`src/rtl/encoder_8to3.sv`:
```
// Registered 8-to-3 priority encoder with valid flag and one-cycle latency.
// Optional one-hot violation flag `err` is built only when ONEHOT_CHECK_EN is defined.
module encoder_8to3 #(
    parameter bit         PRIORITY_MSB = 1'b1,
    parameter logic [2:0] ZERO_CODE    = 3'b000
) (
    input  logic       clk,
    input  logic       rst_n,
    input  logic [7:0] in,
    output logic [2:0] out,
    output logic       valid
`ifdef ONEHOT_CHECK_EN
    ,
    output logic       err
`endif
);

    logic [2:0] out_q, out_d;
    logic       valid_q, valid_d;

    // Later (higher) set bits overwrite earlier ones, so the highest index wins.
    function automatic logic [2:0] enc_msb(input logic [7:0] v);
        logic [2:0] idx;
        idx = ZERO_CODE;
        for (int i = 0; i < 8; i++) begin
            if (v[i]) idx = 3'(i);
        end
        return idx;
    endfunction

    function automatic logic [2:0] enc_lsb(input logic [7:0] v);
        logic [2:0] idx;
        idx = ZERO_CODE;
        for (int i = 7; i >= 0; i--) begin
            if (v[i]) idx = 3'(i);
        end
        return idx;
    endfunction

    always_comb begin
        valid_d = |in;
        out_d   = PRIORITY_MSB ? enc_msb(in) : enc_lsb(in);
    end

    always_ff @(posedge clk) begin
        if (!rst_n) begin
            out_q   <= ZERO_CODE;
            valid_q <= 1'b0;
        end else begin
            out_q   <= out_d;
            valid_q <= valid_d;
        end
    end

    assign out   = out_q;
    assign valid = valid_q;

`ifdef ONEHOT_CHECK_EN
    logic err_q, err_d;

    // Clearing the lowest set bit leaves something only if two or more bits were set.
    always_comb begin
        err_d = |(in & (in - 8'd1));
    end

    always_ff @(posedge clk) begin
        if (!rst_n) begin
            err_q <= 1'b0;
        end else begin
            err_q <= err_d;
        end
    end

    assign err = err_q;
`endif

endmodule

```
`config.mk`:
```
export PLATFORM = sky130hd
export DESIGN_NAME = encoder_8to3
export DESIGN_NICKNAME = d
export VERILOG_FILES = /design/src/rtl/encoder_8to3.sv
export SDC_FILE = /design/constraint.sdc
export NUM_CORES = 1
export LEC_CHECK = 0
export CORE_AREA = 10 10 47 49
export CTS_CLUSTER_DIAMETER = 200
export CTS_CLUSTER_SIZE = 20
export DETAILED_ROUTE_END_ITERATION = 7
export DIE_AREA = 0 0 57 59
export GPL_ROUTABILITY_DRIVEN = 0
export PLACE_DENSITY = 0.5
export SETUP_SLACK_MARGIN = 0.1
export SYNTH_ARGS = -nofsm -noshare
export SYNTH_HDL_FRONTEND = slang
export SYNTH_SLANG_ARGS = --single-unit
```
`constraint.sdc`:
```
create_clock -name clk -period 1.5 [get_ports clk]
set_clock_uncertainty 0.15 [all_clocks]
set_input_delay 0.3 -clock clk [delete_from_list [all_inputs] [get_ports clk]]
set_output_delay 0.3 -clock clk [all_outputs]
set_load 0.02 [all_outputs]
```
==> results of run 1 <==
## power by group
group | internal (uW) | switching (uW)
clock network | 89.3 | 41.7
registers | 114 | 1.37
logic | 34.8 | 26.9
## state kept, by name (all words and copies together), names as in the netlist
signal  count
valid       1
out         3
## tightest hold or removal path, delay by kind of cell
| kind | cells | cell delay [ns] |
|---|---|---|
| AO/OA/AOI/OAI | 2 | 0.16 |
| buffers and inverters | 1 | 0.42 |
## repair_timing
action / 4_1_cts / 5_1_grt
endpoints found under the setup margin: 4 / 0
endpoints found under the hold margin: 0 / 0
gates resized for setup: 4 / 0
## per-stage QoR
step / hold WS [ns] / utilization / cell area, sq um / power (uW)
floorplan: 0.252 / - / 158 / 138
global placement: 0.791 / 0.225 / 315 / 185
detailed placement: 0.786 / 0.225 / 315 / 185
CTS: 0.541 / 0.238 / 333 / 319
global route: 0.595 / 0.238 / 333 / 334
finish: 0.550 / 0.238 / 333 / 308
## final cells by class
cell class,count,area (sq um)
clock buffers,3,22.5
multi-input cells,12,70.1
fillers,171,1070
flip-flops and latches,4,80.1
well taps,16,20.0
inverters,2,7.51
repair buffers,14,133
## cells by family (layout without fill, tap and decap cells)
| kind of cell | count (synthesis) | after routing |
|---|---|---|
| compound gates | 6 | 6 |
| buf+inv | 2 | 19 |
| flops | 4 | 4 |
| simple gates | 6 | 6 |
## synthesized netlist by cell type
cell type	n
dfxtp_1	4
a21oi_1	3
nor2_1	3
inv_1	2
o21ai_0	2
nor2b_1	1
nor4_1	1
nor4_2	1
o41ai_1	1
## worst max-delay path by stage
stage	from	to	slack (ns)	cells past startpoint
2_1_floorplan	in[6]	valid	0.56	2
3_3_place_gp	in[6]	valid	0.04	3
3_5_place_dp	in[6]	valid	0.01	3
4_1_cts	valid	valid	0.17	1
5_1_grt	out[2]	out[2]	0.15	1
6_report	out[2]	out[2]	0.20	1
## layer usage
| metal | vias up | wire (microns) |
|---|---|---|
| li1 | 99 | - |
| met1 | 75 | 233 |
| met2 | 14 | 161 |
| met3 | 2 | 82 |
| met4 | 0 | 26 |
| met5 | - | 0 |
==> impl_results.md, run 1 <==
* Startpoint class of the critical path: register
* H-tree depth at 1
* HPWL after detailed placement at 432 microns
* Result of the run: finished clean
* # DRC at 0
* Beginning of the worst hold path: rst_n
* Count of different cell masters after synthesis at 9
* Slowest Stage Delay on Critical Path at ~0.33 ns
* Synthesized netlist net count at 28
* Total GRT Usage at 0.0376
* Max-slew violation count at 0
* Max-Cap Viols at 0
* Simple-Gate Fraction of Synth Area at 0.230
* Initial antenna violation count at 0
* Vertical die dimension at 59 microns
* Number of buffers between clock root and the deepest sink at 2
* Synthesized area per cell at approximately 8.8 sq um
* Number of synthesized register bits at 4
* Worst relative slew slack at 0.779
* Inserted Clock Buffers at 3
* Ratio of cells with drive above 1 in the final layout at 0.143
* Crit path cell chain: dlygate4sd2_1
* Top cells by area in the synthesized netlist: dfxtp_1 (51%), a21oi_1 (9.5%), nor4_2 (7.9%)
* Aggregate routed wire length at between 500 and 600 microns
* Sum of negative setup slack at 0 ns
* Full die area at roughly 0.0034 sq mm
* Placed Instances at 48
* Portion of synthesized cell area occupied by the leading cell type at 0.508
* Post-synthesis mux area share at 0
* Global Route met1 Usage at 0.0321
* Nature of the critical path endpoint: output port
* Main combinational cell family by area after synthesis: simple AND/OR/NAND/NOR gates
* Adder-Cell Fraction of Synth Area at 0
* Gate family responsible for the most delay along the worst path: buffers and inverters
* Leakage component of the power at between 0.0001 and 0.00015 uW
* Nets@finish at 47
* Remaining Overflow, GRT at 0
* Iteration-0 DRC Markers at 0
* Antenna-violating nets left at 0
* TritonCTS sink count at 4
* Critical setup path kind: reg -> out
* Final standard cell count with taps included and fillers excluded at 51
* Core outline area at 0.00140 sq mm
* Total of buffers placed on input and output ports at 13
* Slew at the pin closest to its max-slew limit at 0.327 ns
* Peak VDD IR at 0.181 mV
* Average wire length per cell after detail routing at between 9 and 10 microns
* Sequential area share after synthesis at 0.508
* Clock edge transition at the registers on the reported setup and hold paths at 0.04 ns
* Overall via count from detail_route at 190
* Post-CTS Repair Setup Buffers at 0
* Slowest cell on crit path: dlygate4sd2_1
* Final worst path period share at 0.870
* Row Count at 14
* CTS tree: built
* Path class of the lowest-slack min-delay path: in -> reg
* Pre-CTS setup slack at 0.0143 ns
* Die W at ~57 microns
* Via/cell ratio at between 3 and 4
* Required time at the worst-slack endpoint at 1.05 ns
* Met3 usage in global routing at 0.0343
* Starting density of the core at 0.112
* Area growth from synthesis to layout at 111%
* Pwr per Cell Area at 926 mW/mm^2
* Post-synthesis compound-gate area fraction at 0.214
* Setup slack of the critical path after layout at 0.196 ns
* Setup repair after global routing missed its margin: no
* Count of final hold-check violations at 0
* Arrival time at the worst endpoint at between 0.8 and 0.9 ns
* Worst Hold Path Cells at 3
* Global-route wire length before repair at 903 microns
* Gate count of the mapped netlist at 18
* Most used routing layer in global routing: met4
* Final Critical Period at 1.30 ns
* Maximum achievable frequency at 767 MHz
* Hold-fix buffers, CTS at 0
* Netlist Area Pre-Place at 158 sq um
* Most area-hungry cell type in the Yosys netlist: dfxtp_1
* Final setup violating endpoints at 0
* Router iterations before antenna repair at 1
* Buffering stage count on the worst path with inverters included at 1
* Number of global-route vias before repair at 239
* Buffer type at the clock tree root: clkbuf_4
* Leading cell types in the layout, fill and taps excluded: clkdlybuf4s50_1 (9), dfxtp_1 (4), dlygate4sd2_1 (4)
* Share of the synthesized netlist area taken by xor and xnor gates at 0
* Destination of the worst hold path: out[0]
* Largest driver fanout on the critical path at 1
* Commonest non-fill, non-tap cell in the layout: clkdlybuf4s50_1
* Yosys Warn Count at 0
* Global routing usage on met2 at 0.0403
* Diode insertion count for antenna repair at 0
* Maximum number of pins on one net before global-route repair at 5
* Number of top-level pins at 14
Note: power is estimated with default switching activity, not from simulation.
==> run 2, diff against run 1 <==
--- a/config.mk
+++ b/config.mk
@@ -10,9 +10,11 @@
 export CTS_CLUSTER_SIZE = 20
 export DETAILED_ROUTE_END_ITERATION = 7
 export DIE_AREA = 0 0 57 59
+export DONT_BUFFER_PORTS = 1
 export GPL_ROUTABILITY_DRIVEN = 0
-export PLACE_DENSITY = 0.5
+export PLACE_DENSITY = 0.36
 export SETUP_SLACK_MARGIN = 0.1
 export SYNTH_ARGS = -nofsm -noshare
 export SYNTH_HDL_FRONTEND = slang
 export SYNTH_SLANG_ARGS = --single-unit
+export TNS_END_PERCENT = 1
==> run 2 against run 1 <==
Combinational power is 78% lower. Final cell count is 27% lower. Clock power barely moved. Fmax increased by 18%. Core utilization down 9.5 points. Design area down 40%. Setup slack improved by 0.20 ns. Critical path depth is 1 lower. Non-clock buffer count down 14. Clock-buffer cell count did not move. Die area is the same. Worst hold slack lost 0.51 ns. Critical path type unchanged. Critical endpoint is now valid.
==> impl_results.md, run 2 (synthesis results as in run 1) <==
* Placed Instances at 34
* Initial antenna violation count at 0
* Diode insertion count for antenna repair at 0
* Nets@finish at 33
* Leakage component of the power at about 0.000076 uW
* Area taken by flip-flops and latches at between 80 and 90 sq um
* Slew at the pin closest to its max-slew limit at 0.320 ns
* Combined area of the multi-input logic cells at 70.1 sq um
* Worst path depth at 0
* Count of final hold-check violations at 0
* # DRC at 0
* Nature of the critical path endpoint: output port
* Area growth from synthesis to layout at 27.0%
* Max-slew violation count at 0
* Total GRT Usage at 0.0354
* Peak VDD IR at 0.225 mV
* CTS-repair resized insts at 0
* Startpoint class of the critical path: register
* Largest driver fanout on the critical path at 1
* Cell area after layout at 200 sq um
* H-tree depth at 1
* Final standard cell count with taps included and fillers excluded at 37
* Row Count at 14
* Count of fill cells added during filler insertion at 167
* Placed cell area at 178 sq um
* Setup repair after global routing missed its margin: no
* Commonest non-fill, non-tap cell in the layout: dfxtp_1
* Core outline area at 0.00140 sq mm
* Aggregate routed wire length at roughly 510 microns
* Result of the run: finished clean
* Final Total Pwr at about 270 uW
* Post-CTS Repair Setup Buffers at 0
* End-of-flow core utilization at 0.143
* Remaining Overflow, GRT at 0
* Clock edge transition at the registers on the reported setup and hold paths at around 0.03 ns
* Full die area at roughly 0.0034 sq mm
* Final Critical Period at 1.10 ns
* Sum of negative setup slack at 0 ns
* Router iterations before antenna repair at 2
* Max-Cap Viols at 0
* Vertical die dimension at slightly below 60 microns
* Maximum achievable frequency at 905 MHz
* Pwr per Cell Area at about 1300 mW/mm^2
* Required time at the worst-slack endpoint at 1.05 ns
* Number of global-route vias before repair at 188
* Critical setup path kind: reg -> out
* Average wire length per cell after detail routing at approximately 14 microns
* Antenna-violating nets left at 0
* Leading cell types in the layout, fill and taps excluded: dfxtp_1 (4), a21oi_1 (3), nor2_1 (3), clkbuf_4 (3)
* Via/cell ratio at between 3 and 4
* Number of top-level pins at 14
* TritonCTS sink count at 4
* Arrival time at the worst endpoint at 0.65 ns
* Path class of the lowest-slack min-delay path: in -> reg
* Global-route wire length before repair at around 840 microns
* CTS tree: built
* Hold-fix buffers, CTS at 0
* Final setup violating endpoints at 0
* Final worst path period share at 0.736
* Iteration-0 DRC Markers at 3
* Worst relative slew slack at 0.784
* Buffer type at the clock tree root: clkbuf_4
* Maximum number of pins on one net before global-route repair at 5
* Overall via count from detail_route at approximately 150
* Flip-flop count of the largest register after layout at 3
* Die W at 57 microns
* Number of buffers between clock root and the deepest sink at 2
* Inserted Clock Buffers at 3
* Starting density of the core at 0.112
* Ratio of cells with drive above 1 in the final layout at 0.190
* Worst Hold Path Cells at 1
* Total of buffers placed on input and output ports at 0
## run 2: cell types whose count changed in the layout (fill, tap and decap cells not counted), sizes merged
| cell | previous run | this run |
|---|---|---|
| clkdlybuf4s50 | 9 | 0 |
| dlygate4sd2 | 4 | 0 |
| buf | 1 | 0 |
## run 2: layer usage
layer / vias up / track usage / wire (microns)
met5: - / 0 / 0
met4: 0 / 0.0101 / 0
met3: 0 / 0.0644 / 155
met2: 18 / 0.0341 / 138
met1: 57 / 0.0320 / 216
li1: 72 / - / -
## run 2: stage by stage
stage	worst slack (ns)	hold WS, ns
2_1_floorplan	0.564	0.252
3_3_place_gp	0.529	0.276
3_5_place_dp	0.480	0.272
4_1_cts	0.379	0.0297
5_1_grt	0.361	0.0282
6_report	0.395	0.0421
## run 2: area by class of cell
cell class / instances / area share
well taps: 16 / 0.100
multi-input cells: 12 / 0.350
clock buffers: 3 / 0.112
flip-flops and latches: 4 / 0.400
inverters: 2 / 0.0375
## run 2: worst paths after layout
| path | from | endpoint | slack (ns) |
|---|---|---|---|
| max | valid | valid | 0.40 |
| min | in[4] | out[0] | 0.04 |
## run 2: report_power, final
| group | total [uW] | switching [uW] | internal [uW] |
|---|---|---|---|
| Combinational | 13.8 | 7.50 | 6.32 |
| Sequential | 127 | 12.3 | 115 |
| Clock | 129 | 39.8 | 89.2 |
| Total | 270 | 59.6 | 210 |
